--- config.mk ---
export PLATFORM = sky130hd
export DESIGN_NAME = gb_sram_rd_mux
export DESIGN_NICKNAME = d
export VERILOG_FILES = /design/src/rtl/gb_sram_rd_mux.sv
export SDC_FILE = /design/constraint.sdc
export NUM_CORES = 1
export LEC_CHECK = 0
export BUFFER_PORTS_ARGS = -buffer_cell sky130_fd_sc_hd__buf_2
export CORE_AREA = 10 10 502 504
export DETAILED_ROUTE_END_ITERATION = 10
export DIE_AREA = 0 0 512 514
export GPL_ROUTABILITY_DRIVEN = 0
export HOLD_SLACK_MARGIN = 0.05
export PLACE_DENSITY_LB_ADDON = 0.05
export SYNTH_ARGS = -nofsm -noshare
export SYNTH_HDL_FRONTEND = slang
export SYNTH_SLANG_ARGS = --single-unit
export TNS_END_PERCENT = 5
--- constraint.sdc ---
create_clock -name clk -period 13 [get_ports clk]
set_clock_uncertainty 0.05 [all_clocks]
set_input_delay 3.9 -clock clk [delete_from_list [all_inputs] [get_ports clk]]
set_output_delay 3.9 -clock clk [all_outputs]
set_load 0.005 [all_outputs]
--- src/rtl/gb_sram_rd_mux.sv ---
// -----------------------------------------------------------------------------
// gb_sram_rd_mux
//
// Purpose:
//   Downstream companion of the global-buffer SRAM read-ID generator. It takes
//   the bank index chosen each cycle (rd_id) and issues the bank read. It keeps
//   one address counter per bank. Returning bank data is steered into a small
//   credit-managed FIFO that feeds a valid/ready output port.
//
// Ports:
//   clk            in   clock
//   rst_n          in   asynchronous active-low reset
//   start          in   one-cycle pulse: load config, clear all state, begin
//   base_addr      in   [ADDR_WIDTH]  start address for every bank (on start)
//   total_words    in   [WCNT_WIDTH]  words in this transfer (on start)
//   rd_id          in   [4]           bank to read this cycle
//   read_out_flag  out  issue strobe; the ID generator advances rd_id on it
//   sram_rd_en     out  [SRAM_NUM_MAX] one-hot bank read enable
//   sram_addr      out  [ADDR_WIDTH]  shared read address, valid with enable
//   sram_rdata     in   [SRAM_NUM_MAX*DATA_WIDTH] packed bank read data
//   out_data       out  [DATA_WIDTH]  FIFO head word
//   out_valid      out  FIFO non-empty
//   out_ready      in   consumer accepts out_data on out_valid & out_ready
//   read_SRAM_done out  level: every word issued and drained
//
// Configuration:
//   SRAM_RD_PIPE2_EN - when defined, the SRAM read latency is two cycles. A
//   second bank-index/valid stage is added, and the credit check counts both
//   stages. When undefined, the read latency is one cycle.
// -----------------------------------------------------------------------------
module gb_sram_rd_mux #(
  parameter int DATA_WIDTH   = 96,
  parameter int SRAM_NUM_MAX = 12,
  parameter int ADDR_WIDTH   = 10,
  parameter int FIFO_DEPTH   = 4,
  parameter int WCNT_WIDTH   = 16
) (
  input  logic                                 clk,
  input  logic                                 rst_n,
  input  logic                                 start,
  input  logic [ADDR_WIDTH-1:0]                base_addr,
  input  logic [WCNT_WIDTH-1:0]                total_words,
  input  logic [3:0]                           rd_id,
  output logic                                 read_out_flag,
  output logic [SRAM_NUM_MAX-1:0]              sram_rd_en,
  output logic [ADDR_WIDTH-1:0]                sram_addr,
  input  logic [SRAM_NUM_MAX*DATA_WIDTH-1:0]   sram_rdata,
  output logic [DATA_WIDTH-1:0]                out_data,
  output logic                                 out_valid,
  input  logic                                 out_ready,
  output logic                                 read_SRAM_done
);

  localparam int PTR_W = $clog2(FIFO_DEPTH);
  localparam int CNT_W = PTR_W + 1;
  localparam int SUM_W = CNT_W + 1;

  typedef enum logic [1:0] {
    IDLE   = 2'd0,
    RUN    = 2'd1,
    DRAIN  = 2'd2,
    FINISH = 2'd3
  } state_t;

  state_t                  state_r;
  logic [ADDR_WIDTH-1:0]   base_r;
  logic [WCNT_WIDTH-1:0]   total_r;
  logic [WCNT_WIDTH-1:0]   issued_r;
  logic [ADDR_WIDTH-1:0]   addr_cnt_r [SRAM_NUM_MAX];
  logic                    done_r;

  // Read-return pipeline: bank index captured at issue time
  logic                    p1_vld_r;
  logic [3:0]              p1_id_r;

  // Output FIFO
  logic [DATA_WIDTH-1:0]   fifo_mem_r [FIFO_DEPTH];
  logic [PTR_W-1:0]        wr_ptr_r;
  logic [PTR_W-1:0]        rd_ptr_r;
  logic [CNT_W-1:0]        fifo_cnt_r;

  logic [1:0]              inflight_s;
  logic [1:0]              inflight_nxt_s;
  logic                    ret_vld_s;
  logic [3:0]              ret_id_s;
  logic [SUM_W-1:0]        credit_sum_s;
  logic                    issue_s;
  logic [ADDR_WIDTH-1:0]   cur_cnt_s;
  logic [DATA_WIDTH-1:0]   ret_data_s;
  logic                    fifo_ne_s;
  logic                    pop_s;
  logic [CNT_W-1:0]        cnt_nxt_s;
  logic                    drained_s;

`ifdef SRAM_RD_PIPE2_EN
  logic                    p2_vld_r;
  logic [3:0]              p2_id_r;

  assign inflight_s     = {1'b0, p1_vld_r} + {1'b0, p2_vld_r};
  // In DRAIN nothing issues, so only stage 1 can still be in flight next cycle
  assign inflight_nxt_s = {1'b0, issue_s} + {1'b0, p1_vld_r};
  assign ret_vld_s      = p2_vld_r;
  assign ret_id_s       = p2_id_r;
`else
  assign inflight_s     = {1'b0, p1_vld_r};
  assign inflight_nxt_s = {1'b0, issue_s};
  assign ret_vld_s      = p1_vld_r;
  assign ret_id_s       = p1_id_r;
`endif

  // Credit: every word in flight already owns a FIFO slot, so a push can never
  // meet a full FIFO. Only registered state is used, never out_ready.
  assign credit_sum_s  = SUM_W'(fifo_cnt_r) + SUM_W'(inflight_s);
  assign issue_s       = (state_r == RUN) && (credit_sum_s < SUM_W'(FIFO_DEPTH));
  assign read_out_flag = issue_s;

  assign fifo_ne_s      = (fifo_cnt_r != {CNT_W{1'b0}});
  assign pop_s          = fifo_ne_s && out_ready;
  assign cnt_nxt_s      = fifo_cnt_r + CNT_W'(ret_vld_s) - CNT_W'(pop_s);
  assign drained_s      = (inflight_nxt_s == 2'd0) && (cnt_nxt_s == {CNT_W{1'b0}});
  assign out_valid      = fifo_ne_s;
  assign out_data       = fifo_mem_r[rd_ptr_r];
  assign read_SRAM_done = done_r;

  // Bank enable decode and address generation for the current issue.
  // An out-of-range rd_id matches no bank, so no enable bit asserts.
  always_comb begin
    sram_rd_en = {SRAM_NUM_MAX{1'b0}};
    cur_cnt_s  = {ADDR_WIDTH{1'b0}};
    for (int k = 0; k < SRAM_NUM_MAX; k++) begin
      sram_rd_en[k] = issue_s && (rd_id == 4'(k));
      cur_cnt_s     = (rd_id == 4'(k)) ? addr_cnt_r[k] : cur_cnt_s;
    end
    // Address wraps modulo 2^ADDR_WIDTH by truncation
    sram_addr = issue_s ? (base_r + cur_cnt_s) : {ADDR_WIDTH{1'b0}};
  end

  // Select the returning bank slice. An invalid bank index yields all-zero data.
  always_comb begin
    ret_data_s = {DATA_WIDTH{1'b0}};
    for (int k = 0; k < SRAM_NUM_MAX; k++) begin
      ret_data_s = (ret_id_s == 4'(k)) ? sram_rdata[k*DATA_WIDTH +: DATA_WIDTH] : ret_data_s;
    end
  end

  // Transfer control: config capture, per-bank counters, issue count, state
  always_ff @(posedge clk or negedge rst_n) begin
    if (!rst_n) begin
      state_r  <= IDLE;
      base_r   <= {ADDR_WIDTH{1'b0}};
      total_r  <= {WCNT_WIDTH{1'b0}};
      issued_r <= {WCNT_WIDTH{1'b0}};
      done_r   <= 1'b0;
      for (int k = 0; k < SRAM_NUM_MAX; k++) begin
        addr_cnt_r[k] <= {ADDR_WIDTH{1'b0}};
      end
    end else if (start) begin
      base_r   <= base_addr;
      total_r  <= total_words;
      issued_r <= {WCNT_WIDTH{1'b0}};
      for (int k = 0; k < SRAM_NUM_MAX; k++) begin
        addr_cnt_r[k] <= {ADDR_WIDTH{1'b0}};
      end
      if (total_words == {WCNT_WIDTH{1'b0}}) begin
        state_r <= FINISH;
        done_r  <= 1'b1;
      end else begin
        state_r <= RUN;
        done_r  <= 1'b0;
      end
    end else begin
      case (state_r)
        IDLE: begin
          state_r <= IDLE;
        end
        RUN: begin
          if (issue_s) begin
            issued_r <= issued_r + WCNT_WIDTH'(1);
            for (int k = 0; k < SRAM_NUM_MAX; k++) begin
              if (rd_id == 4'(k)) begin
                addr_cnt_r[k] <= addr_cnt_r[k] + ADDR_WIDTH'(1);
              end
            end
            if ((issued_r + WCNT_WIDTH'(1)) == total_r) begin
              state_r <= DRAIN;
            end
          end
        end
        DRAIN: begin
          // Finish on the edge where the last word leaves the FIFO
          if (drained_s) begin
            state_r <= FINISH;
            done_r  <= 1'b1;
          end
        end
        FINISH: begin
          done_r <= 1'b1;
        end
        default: begin
          state_r <= IDLE;
          done_r  <= 1'b0;
        end
      endcase
    end
  end

  // Read-return pipeline. start drops every word in flight, including one
  // issued in the start cycle itself.
  always_ff @(posedge clk or negedge rst_n) begin
    if (!rst_n) begin
      p1_vld_r <= 1'b0;
      p1_id_r  <= 4'd0;
`ifdef SRAM_RD_PIPE2_EN
      p2_vld_r <= 1'b0;
      p2_id_r  <= 4'd0;
`endif
    end else if (start) begin
      p1_vld_r <= 1'b0;
`ifdef SRAM_RD_PIPE2_EN
      p2_vld_r <= 1'b0;
`endif
    end else begin
      p1_vld_r <= issue_s;
      p1_id_r  <= rd_id;
`ifdef SRAM_RD_PIPE2_EN
      p2_vld_r <= p1_vld_r;
      p2_id_r  <= p1_id_r;
`endif
    end
  end

  // Output FIFO. Push and pop may coincide at any fill level.
  always_ff @(posedge clk or negedge rst_n) begin
    if (!rst_n) begin
      wr_ptr_r   <= {PTR_W{1'b0}};
      rd_ptr_r   <= {PTR_W{1'b0}};
      fifo_cnt_r <= {CNT_W{1'b0}};
      for (int k = 0; k < FIFO_DEPTH; k++) begin
        fifo_mem_r[k] <= {DATA_WIDTH{1'b0}};
      end
    end else if (start) begin
      wr_ptr_r   <= {PTR_W{1'b0}};
      rd_ptr_r   <= {PTR_W{1'b0}};
      fifo_cnt_r <= {CNT_W{1'b0}};
    end else begin
      if (ret_vld_s) begin
        fifo_mem_r[wr_ptr_r] <= ret_data_s;
        wr_ptr_r             <= wr_ptr_r + PTR_W'(1);
      end
      if (pop_s) begin
        rd_ptr_r <= rd_ptr_r + PTR_W'(1);
      end
      fifo_cnt_r <= cnt_nxt_s;
    end
  end

endmodule

==> impl_summary.log, run 1 <==
[metrics] clock buffer count from CTS: 82
[metrics] clock root cell: clkbuf_16
[metrics] detailed router's first-iteration violation count: 3470
[metrics] Starting Density: 14.3%
[metrics] CP arrival: 8050 ps
[metrics] setup fix buffers added after clock tree synthesis: 0
[metrics] maximum number of pins on one net before global-route repair: 140
[metrics] count of cells resized by post-cts repair: 0
[metrics] area occupied by multi-input gates: 19400 µm²
[metrics] wire length of the first global-routing pass: 420 mm
[metrics] slowest stage cell on the critical path: nor2b_1
[metrics] Reg area: 14100 µm²
[metrics] placement-stage worst setup slack: 1010 ps
[metrics] # Max-Cap Violations: 0
[metrics] H-Tree Level Count: 3
[metrics] total length of routed wires: 333 mm
[metrics] library cell with the highest instance count after synthesis: nand2_1
[metrics] status: completed
[metrics] Syn Std Cell Area: 34600 µm²
[metrics] Die Y-Extent: 514 µm
[metrics] core region area: 242000 µm²
[metrics] DRC violation count after routing: 0
[metrics] Hold Path Class: flop to flop
[metrics] sequential area share after synthesis: 40.5%
[metrics] total overflow reported by the global router: 0
[metrics] area of the die: 263000 µm²
[metrics] final count of negative-setup-slack endpoints: 0
[metrics] number of clock sinks: 561
[metrics] Syn Nets: 4755
[metrics] post-synthesis cell count: 3534
[metrics] hold bufs inserted after CTS: 0
[metrics] max frequency: 0.0833 GHz
[metrics] Filler Cell Count: 27203
[metrics] ports placed on the boundary: 1307
[metrics] Reg2Reg Setup Slack: 7800 ps
[metrics] cell-by-cell trace of the critical path: buf_2, nor2b_1, o21bai_1, a22o_1, a2111oi_0, o21a_1, o31a_1, o22ai_1, ha_1, a21oi_1, o21ai_0, o41ai_1, o21ai_0, or2_2, mux2i_1, buf_2
[metrics] final worst-path cycle share: 92.3%
[metrics] unrepaired setup endpoints after global routing: false
[metrics] category of the worst setup path launch point: input pin
[metrics] global router's overall resource usage: 24.2%
[metrics] leakage power figure: 20.8 nW
[metrics] actual slew at the worst max-slew pin: 1190 ps
[metrics] Critical Path Max Stage Delay: 460 ps
[metrics] CTS tree: yes
[metrics] worst path setup slack after routing: 1000 ps
[metrics] final net count: 5912
[metrics] count of flip-flops with a built-in enable after synthesis: 0
[metrics] average wire per cell in the routed design: 40.9 µm
[metrics] horizontal extent of the die: 512 µm
[metrics] std cell rows: 181
[metrics] total design power: 7.73 mW
[metrics] DR vias: 36983
[metrics] prevailing post-synth register cell: dfrtp_1
[metrics] mean area per synthesized cell: 9.80 µm²
[metrics] largest buffer count on any clock path: 3
[metrics] count of cell types in the netlist: 79
[metrics] ranking of synthesized cells by instance count: nand2_1, dfrtp_1, o21ai_0, nor2_1, clkbuf_1
[metrics] Hold Violations, Final: 0
[metrics] critical path peak fanout: 24
[metrics] worst skew pair latency: 710 ps
[metrics] Post-Route Hold Slack: 425 ps
[metrics] post-route core utilization: 19.8%
[metrics] register bit total from synthesis: 561
[metrics] number of buffers inserted by port buffering: 1306
[metrics] terminus of the critical flop-to-flop path: fifo_mem_r[75]
[metrics] cell count of the worst reg-to-reg path: 9
[metrics] vias in the first global route: 36901
[metrics] power per unit of standard cell area: 161 nW/µm²
[metrics] maximum VDD drop: 91.9 µV
[metrics] post-CTS clock slew at the launch and capture registers of the worst setup and hold paths: 50 ps
[metrics] Min Clock Period, post-route: 12000 ps
[metrics] async set or reset register ratio after synthesis: 100%
[metrics] number of synthesis warnings: 0
[metrics] ranking of synthesized cells by area: dfrtp_1, mux4_2, o21ai_0
[metrics] ANT nets after route: 0
[metrics] worst setup path endpoint: sram_addr[9]
[metrics] synth-to-layout area growth: 38.5%
[metrics] layout cells sized above 1: 39.0%
[metrics] launch point of the worst path: rd_id[2]
[metrics] max_slew headroom: 20.3%
[metrics] number of max-slew violations in the final report: 0
[metrics] Final TNS setup: 0 ps
[metrics] crit path kind: input pin to primary output
[metrics] largest area contributor in the netlist: dfrtp_1
[metrics] origin of the critical flop-to-flop path: p1_id_r[1]
[metrics] first-pass detailed-route iteration total: 6
[metrics] HPWL after DPL: 276 mm
[metrics] antenna violations before repair: 331
[metrics] Worst Setup End Kind: primary output
[metrics] vias per std cell: 4.54
[metrics] worst path required time: 9050 ps
[metrics] Synth top area share: 40.5%
per-stage QoR:
step                cells  instance area, µm²
global route         8080               47800
finish               8145               48000
detailed placement   7809               44800
global placement     7809               44800
floorplan            3534               34600
CTS                  7956               47500
logic make-up (layout without fill, tap and decap cells):
logic type	after synthesis	in the layout	synth area share, %
XOR/XNOR	124	124	3.14
adder cells (fa/ha/maj)	35	35	1.31
flip-flops	561	561	40.5
multiplexers	379	379	17.6
other	0	189	0
buffers and inverters	336	1556	3.87
AO/OA/AOI/OAI	1071	1071	20.7
AND/OR/NAND/NOR	1028	1028	12.9
worst max-delay path, delay by kind of cell:
| kind | cells | cell delay, ps |
|---|---|---|
| buffers and inverters | 2 | 540 |
| AND/OR/NAND/NOR | 2 | 760 |
| adder cells (fa/ha/maj) | 1 | 330 |
| multiplexers | 1 | 220 |
| AO/OA/AOI/OAI | 10 | 2290 |
where the power goes:
group / switching (mW) / internal, mW / total (mW) / leakage (nW)
clock network: 0.979 / 1.35 / 2.33 / 1.31
registers: 0.337 / 2.25 / 2.59 / 7.40
logic: 1.74 / 1.08 / 2.81 / 12.1
worst min-delay path by stage:
stage                       to  slack [ps]       startpoint  depth (start not counted)
4_1_cts        fifo_mem_r[164]         430  fifo_mem_r[164]                          2
5_1_grt        fifo_mem_r[128]         450  fifo_mem_r[128]                          2
3_5_place_dp   fifo_mem_r[164]         420  fifo_mem_r[164]                          2
6_report       fifo_mem_r[107]         420  fifo_mem_r[107]                          2
2_1_floorplan  fifo_mem_r[100]         390  fifo_mem_r[100]                          2
3_3_place_gp    fifo_mem_r[21]         410   fifo_mem_r[21]                          2
layout by cell type (no fill, tap or decap), types with 21 or more instances in the layout:
cell / count
mux4_2: 171
buf_2: 1304
a31oi_1: 23
buf_4: 64
nor2_1: 219
clkbuf_1: 23
a22oi_1: 102
nand3_1: 37
or3_1: 35
a222oi_1: 59
nand4_1: 31
clkbuf_16: 82
o211ai_1: 61
ha_1: 33
dfrtp_1: 555
a21oi_1: 103
diode_2: 189
o2111ai_1: 21
inv_1: 29
mux2i_1: 87
o22ai_1: 37
o21ai_0: 446
a22o_1: 57
and3_1: 27
nand2_1: 568
a221oi_1: 55
xnor2_1: 39
xor2_1: 85
mux2_2: 121
o211a_1: 21
layer usage:
layer  part of all wire [%]  routed length [µm]  vias up  track usage [%]
met3                    8.5               28500      666             8.59
met5                   0.25                 827        -                0
li1                       -                   -    15755                -
met1                     39              130000    18608             28.2
met4                    4.8               16100      122             9.41
met2                     47              158000     1832             40.5
cell type report:
class | count | share of cell area (%)
Multi-Input combinational cell | 2637 | 40.5
Clock inverter | 25 | 0.668
Sequential cell | 561 | 29.3
Tap cell | 3202 | 8.35
Timing Repair Buffer | 1378 | 15.0
Clock buffer | 122 | 4.95
Antenna cell | 189 | 0.986
Inverter | 31 | 0.245
state kept, by name (all words and copies together) (netlist names):
name and count:
state_r 2, base_r 10, fifo_mem_r 384, issued_r 16
p1_id_r 4, read_SRAM_done 1, total_r 16, addr_cnt_r 120
wr_ptr_r 2, fifo_cnt_r 3, p1_vld_r 1, rd_ptr_r 2
Note: power is estimated with default switching activity, not from simulation.
==> run 2: changes to the inputs <==
- CTS_BUF_LIST: not set -> sky130_fd_sc_hd__clkbuf_8
- GPL_TIMING_DRIVEN: not set -> 0
==> run 2 against run 1 <==
The flow now finishes with violations (slew limit); largest power group unchanged; cell count grew 4.8%; hold slack better by 1.5 ps; power down 0.90%; sequential power is 2% lower; non-clock buffer count is 243 higher; combinational power rose by 10%; count of clock-buffer cells in the layout rose by 28; sequential share of layout area fell by 0.39 points.
==> impl_summary.log, run 2 (synthesized netlist as in run 1, its figures left out) <==
[metrics] std cell rows: 181 (unchanged)
[metrics] average wire per cell in the routed design: 44.3 µm (was 40.9 µm)
[metrics] Critical Path Max Stage Delay: 480 ps (was 460 ps)
[metrics] H-Tree Level Count: 3 (unchanged)
[metrics] final cell area excluding filler cells: 48500 µm² (was 48000 µm²)
[metrics] unrepaired setup endpoints after global routing: false (unchanged)
[metrics] maximum number of pins on one net before global-route repair: 99 (was 140)
[metrics] antenna violations before repair: 310 (was 331)
[metrics] CP arrival: 8450 ps (was 8050 ps)
[metrics] synth-to-layout area growth: 40.2% (was 38.5%)
[metrics] detailed router's first-iteration violation count: 3866 (was 3470)
[metrics] share of power burned in combinational logic: 40.4% (was 36.4%)
[metrics] Die Y-Extent: 514 µm (unchanged)
[metrics] global router's overall resource usage: 27.3% (was 24.2%)
[metrics] HPWL after DPL: 324 mm (was 276 mm)
[metrics] P_sw: 3.27 mW (was 3.05 mW)
[metrics] Worst Setup End Kind: primary output (unchanged)
[metrics] routed wire length on met2: 180 mm (was 158 mm)
[metrics] vias in the first global route: 39316 (was 36901)
[metrics] part of the power in the clock network: 26.5% (was 30.1%)
[metrics] flip-flop count of the largest register, all copies and words added: 384 (unchanged)
[metrics] power per unit of standard cell area: 158 nW/µm² (was 161 nW/µm²)
[metrics] Hold Path Class: flop to flop (unchanged)
[metrics] register with the highest flop count: fifo_mem_r (unchanged)
[metrics] ANT nets after route: 0 (unchanged)
[metrics] slowest stage cell on the critical path: clkbuf_2 (was nor2b_1)
[metrics] most frequent cells in the layout: buf_2, nand2_1, dfrtp_1 (unchanged)
[metrics] final net count: 6194 (was 5912)
[metrics] most common cell after layout, fill and taps aside: buf_2 (unchanged)
[metrics] part of the power in registers: 33.1% (was 33.5%)
[metrics] Top Registers: fifo_mem_r (384), addr_cnt_r (120) (unchanged)
[metrics] category of the worst setup path launch point: input pin (unchanged)
[metrics] number of clock sinks: 561 (unchanged)
[metrics] met3 routed wirelength: 34.5 mm (was 28.5 mm)
[metrics] wire length of the first global-routing pass: 468 mm (was 420 mm)
[metrics] vias per std cell: 4.64 (was 4.54)
[metrics] violated checks: slew limit
[metrics] layout cells sized above 1: 37.1% (was 39.0%)
[metrics] DRC violation count after routing: 0 (unchanged)
[metrics] total design power: 7.66 mW (was 7.73 mW)
[metrics] maximum VDD drop: 92.8 µV (was 91.9 µV)
[metrics] worst path required time: 9050 ps (about the same)
[metrics] number of max-slew violations in the final report: 1 (was 0)
[metrics] clock buffer count from CTS: 121 (was 82)
[metrics] cell-internal power: 4.39 mW (was 4.68 mW)
[metrics] Hold Violations, Final: 0 (unchanged)
[metrics] Min Clock Period, post-route: 12400 ps (was 12000 ps)
[metrics] ports placed on the boundary: 1307 (unchanged)
[metrics] placed instance area: 45500 µm² (was 44800 µm²)
[metrics] first-pass detailed-route iteration total: 8 (was 6)
[metrics] total overflow reported by the global router: 0 (unchanged)
[metrics] final count of negative-setup-slack endpoints: 0 (unchanged)
[metrics] CTS tree: yes (unchanged)
[metrics] clock root cell: clkbuf_8 (was clkbuf_16)
[metrics] actual slew at the worst max-slew pin: 1500 ps (was 1190 ps)
[metrics] Filler Cell Count: 27290 (was 27203)
[metrics] worst skew pair latency: 900 ps (was 710 ps)
[metrics] area of the die: 263000 µm² (unchanged)
[metrics] DR vias: 39639 (was 36983)
[metrics] routed metal-1 wire length: 140 mm (was 130 mm)
[metrics] most frequent cell on the critical path: buf_2
[metrics] crit path kind: input pin to primary output (unchanged)
[metrics] number of buffers inserted by port buffering: 1305 (was 1306)
[metrics] max frequency: 0.0807 GHz (was 0.0833 GHz)
[metrics] status: complete, but fails checks (was completed)
[metrics] # Max-Cap Violations: 0 (unchanged)
[metrics] leakage power figure: 21.2 nW (was 20.8 nW)
[metrics] largest buffer count on any clock path: 3 (unchanged)
[metrics] critical path peak fanout: 19 (was 24)
[metrics] core region area: 242000 µm² (unchanged)
[metrics] cell-by-cell trace of the critical path: buf_2, buf_2, clkbuf_2, clkbuf_2, mux2i_1, nor2_1, a21oi_1, o2111ai_1, ha_1, a21o_1, a21oi_1, o21ai_0, o41ai_1, o21ai_0, or2_2, mux2i_1, buf_2 (was buf_2, nor2b_1, o21bai_1, a22o_1, a2111oi_0, o21a_1, o31a_1, o22ai_1, ha_1, a21oi_1, o21ai_0, o41ai_1, o21ai_0, or2_2, mux2i_1, buf_2)
[metrics] top routing layer in use: met5 (unchanged)
[metrics] switching share of power: 42.6% (was 39.5%)
[metrics] post-CTS clock slew at the launch and capture registers of the worst setup and hold paths: 60 ps (was 50 ps)
[metrics] final worst-path cycle share: 95.4% (was 92.3%)
[metrics] total length of routed wires: 378 mm (was 333 mm)
[metrics] hold bufs inserted after CTS: 0 (unchanged)
[metrics] Starting Density: 14.3% (unchanged)
[metrics] setup fix buffers added after clock tree synthesis: 0 (unchanged)
[metrics] horizontal extent of the die: 512 µm (unchanged)
[metrics] max_slew headroom: -0.0861% (was 20.3%)
run 2: routing by layer:
metal	global-route usage (%)	vias up
met5	0	-
met4	13.0	128
met3	9.95	710
met2	46.2	1988
met1	30.6	20373
li1	-	16440
run 2: worst max-delay path, delay by kind of cell:
kind                     cells  cell delay [ps]
AO/OA/AOI/OAI                7             1780
buffers and inverters        5             1630
multiplexers                 2              420
adder cells (fa/ha/maj)      1              360
AND/OR/NAND/NOR              2              340
run 2: area by class of cell:
cell class | count | area, µm² | area share, %
multi-input combinational | 2637 | 19300 | 39.7
sequential | 561 | 14000 | 28.9
timing repair buffer | 1318 | 6800 | 14.0
tap | 3202 | 4010 | 8.26
clock buffer | 150 | 2060 | 4.25
buffer | 303 | 1240 | 2.55
antenna | 264 | 661 | 1.36
clock inverter | 70 | 345 | 0.712
inverter | 31 | 118 | 0.242
run 2: power by group through the flow:
| stage | Clock (mW) | Combinational (mW) | Sequential, mW |
|---|---|---|---|
| after CTS | 2.11 | 3.14 | 2.53 |
| after floorplan | 0 | 1.41 | 2.45 |
| after global routing | 2.17 | 3.26 | 2.59 |
| after detailed placement | 0 | 3.14 | 2.55 |
| after global placement | 0 | 3.11 | 2.56 |
| final | 2.03 | 3.10 | 2.53 |
run 2: metrics by stage:
stage	util [%]	std cells	hold slack (ps)	TNS, ps	setup WS [ps]
after global routing	19.9	8403	450	0	154
after floorplan	-	3534	395	0	1780
after CTS	19.8	8273	429	0	127
final	20.0	8536	426	0	604
after detailed placement	18.8	8054	416	-1110	-661
after global placement	18.7	8041	406	-3785700	-6900
run 2: worst paths after layout:
path                                start               to  slack [ps]  cells after the start
setup reg to reg               p1_id_r[0]  fifo_mem_r[118]        7300                      9
hold / removal             fifo_mem_r[99]   fifo_mem_r[99]         430                      2
max in group asynchronous           rst_n   addr_cnt_r[67]        7970                      4
hold reg to reg            fifo_mem_r[99]   fifo_mem_r[99]         430                      2
min in group asynchronous           rst_n  fifo_mem_r[330]        3020                      1
setup / recovery                 rd_id[1]     sram_addr[9]         600                     17
run 2: timing repair:
action,in CTS,in global routing
setup endpoints to repair,4,1
resized for setup,3,0
pin swaps,0,0
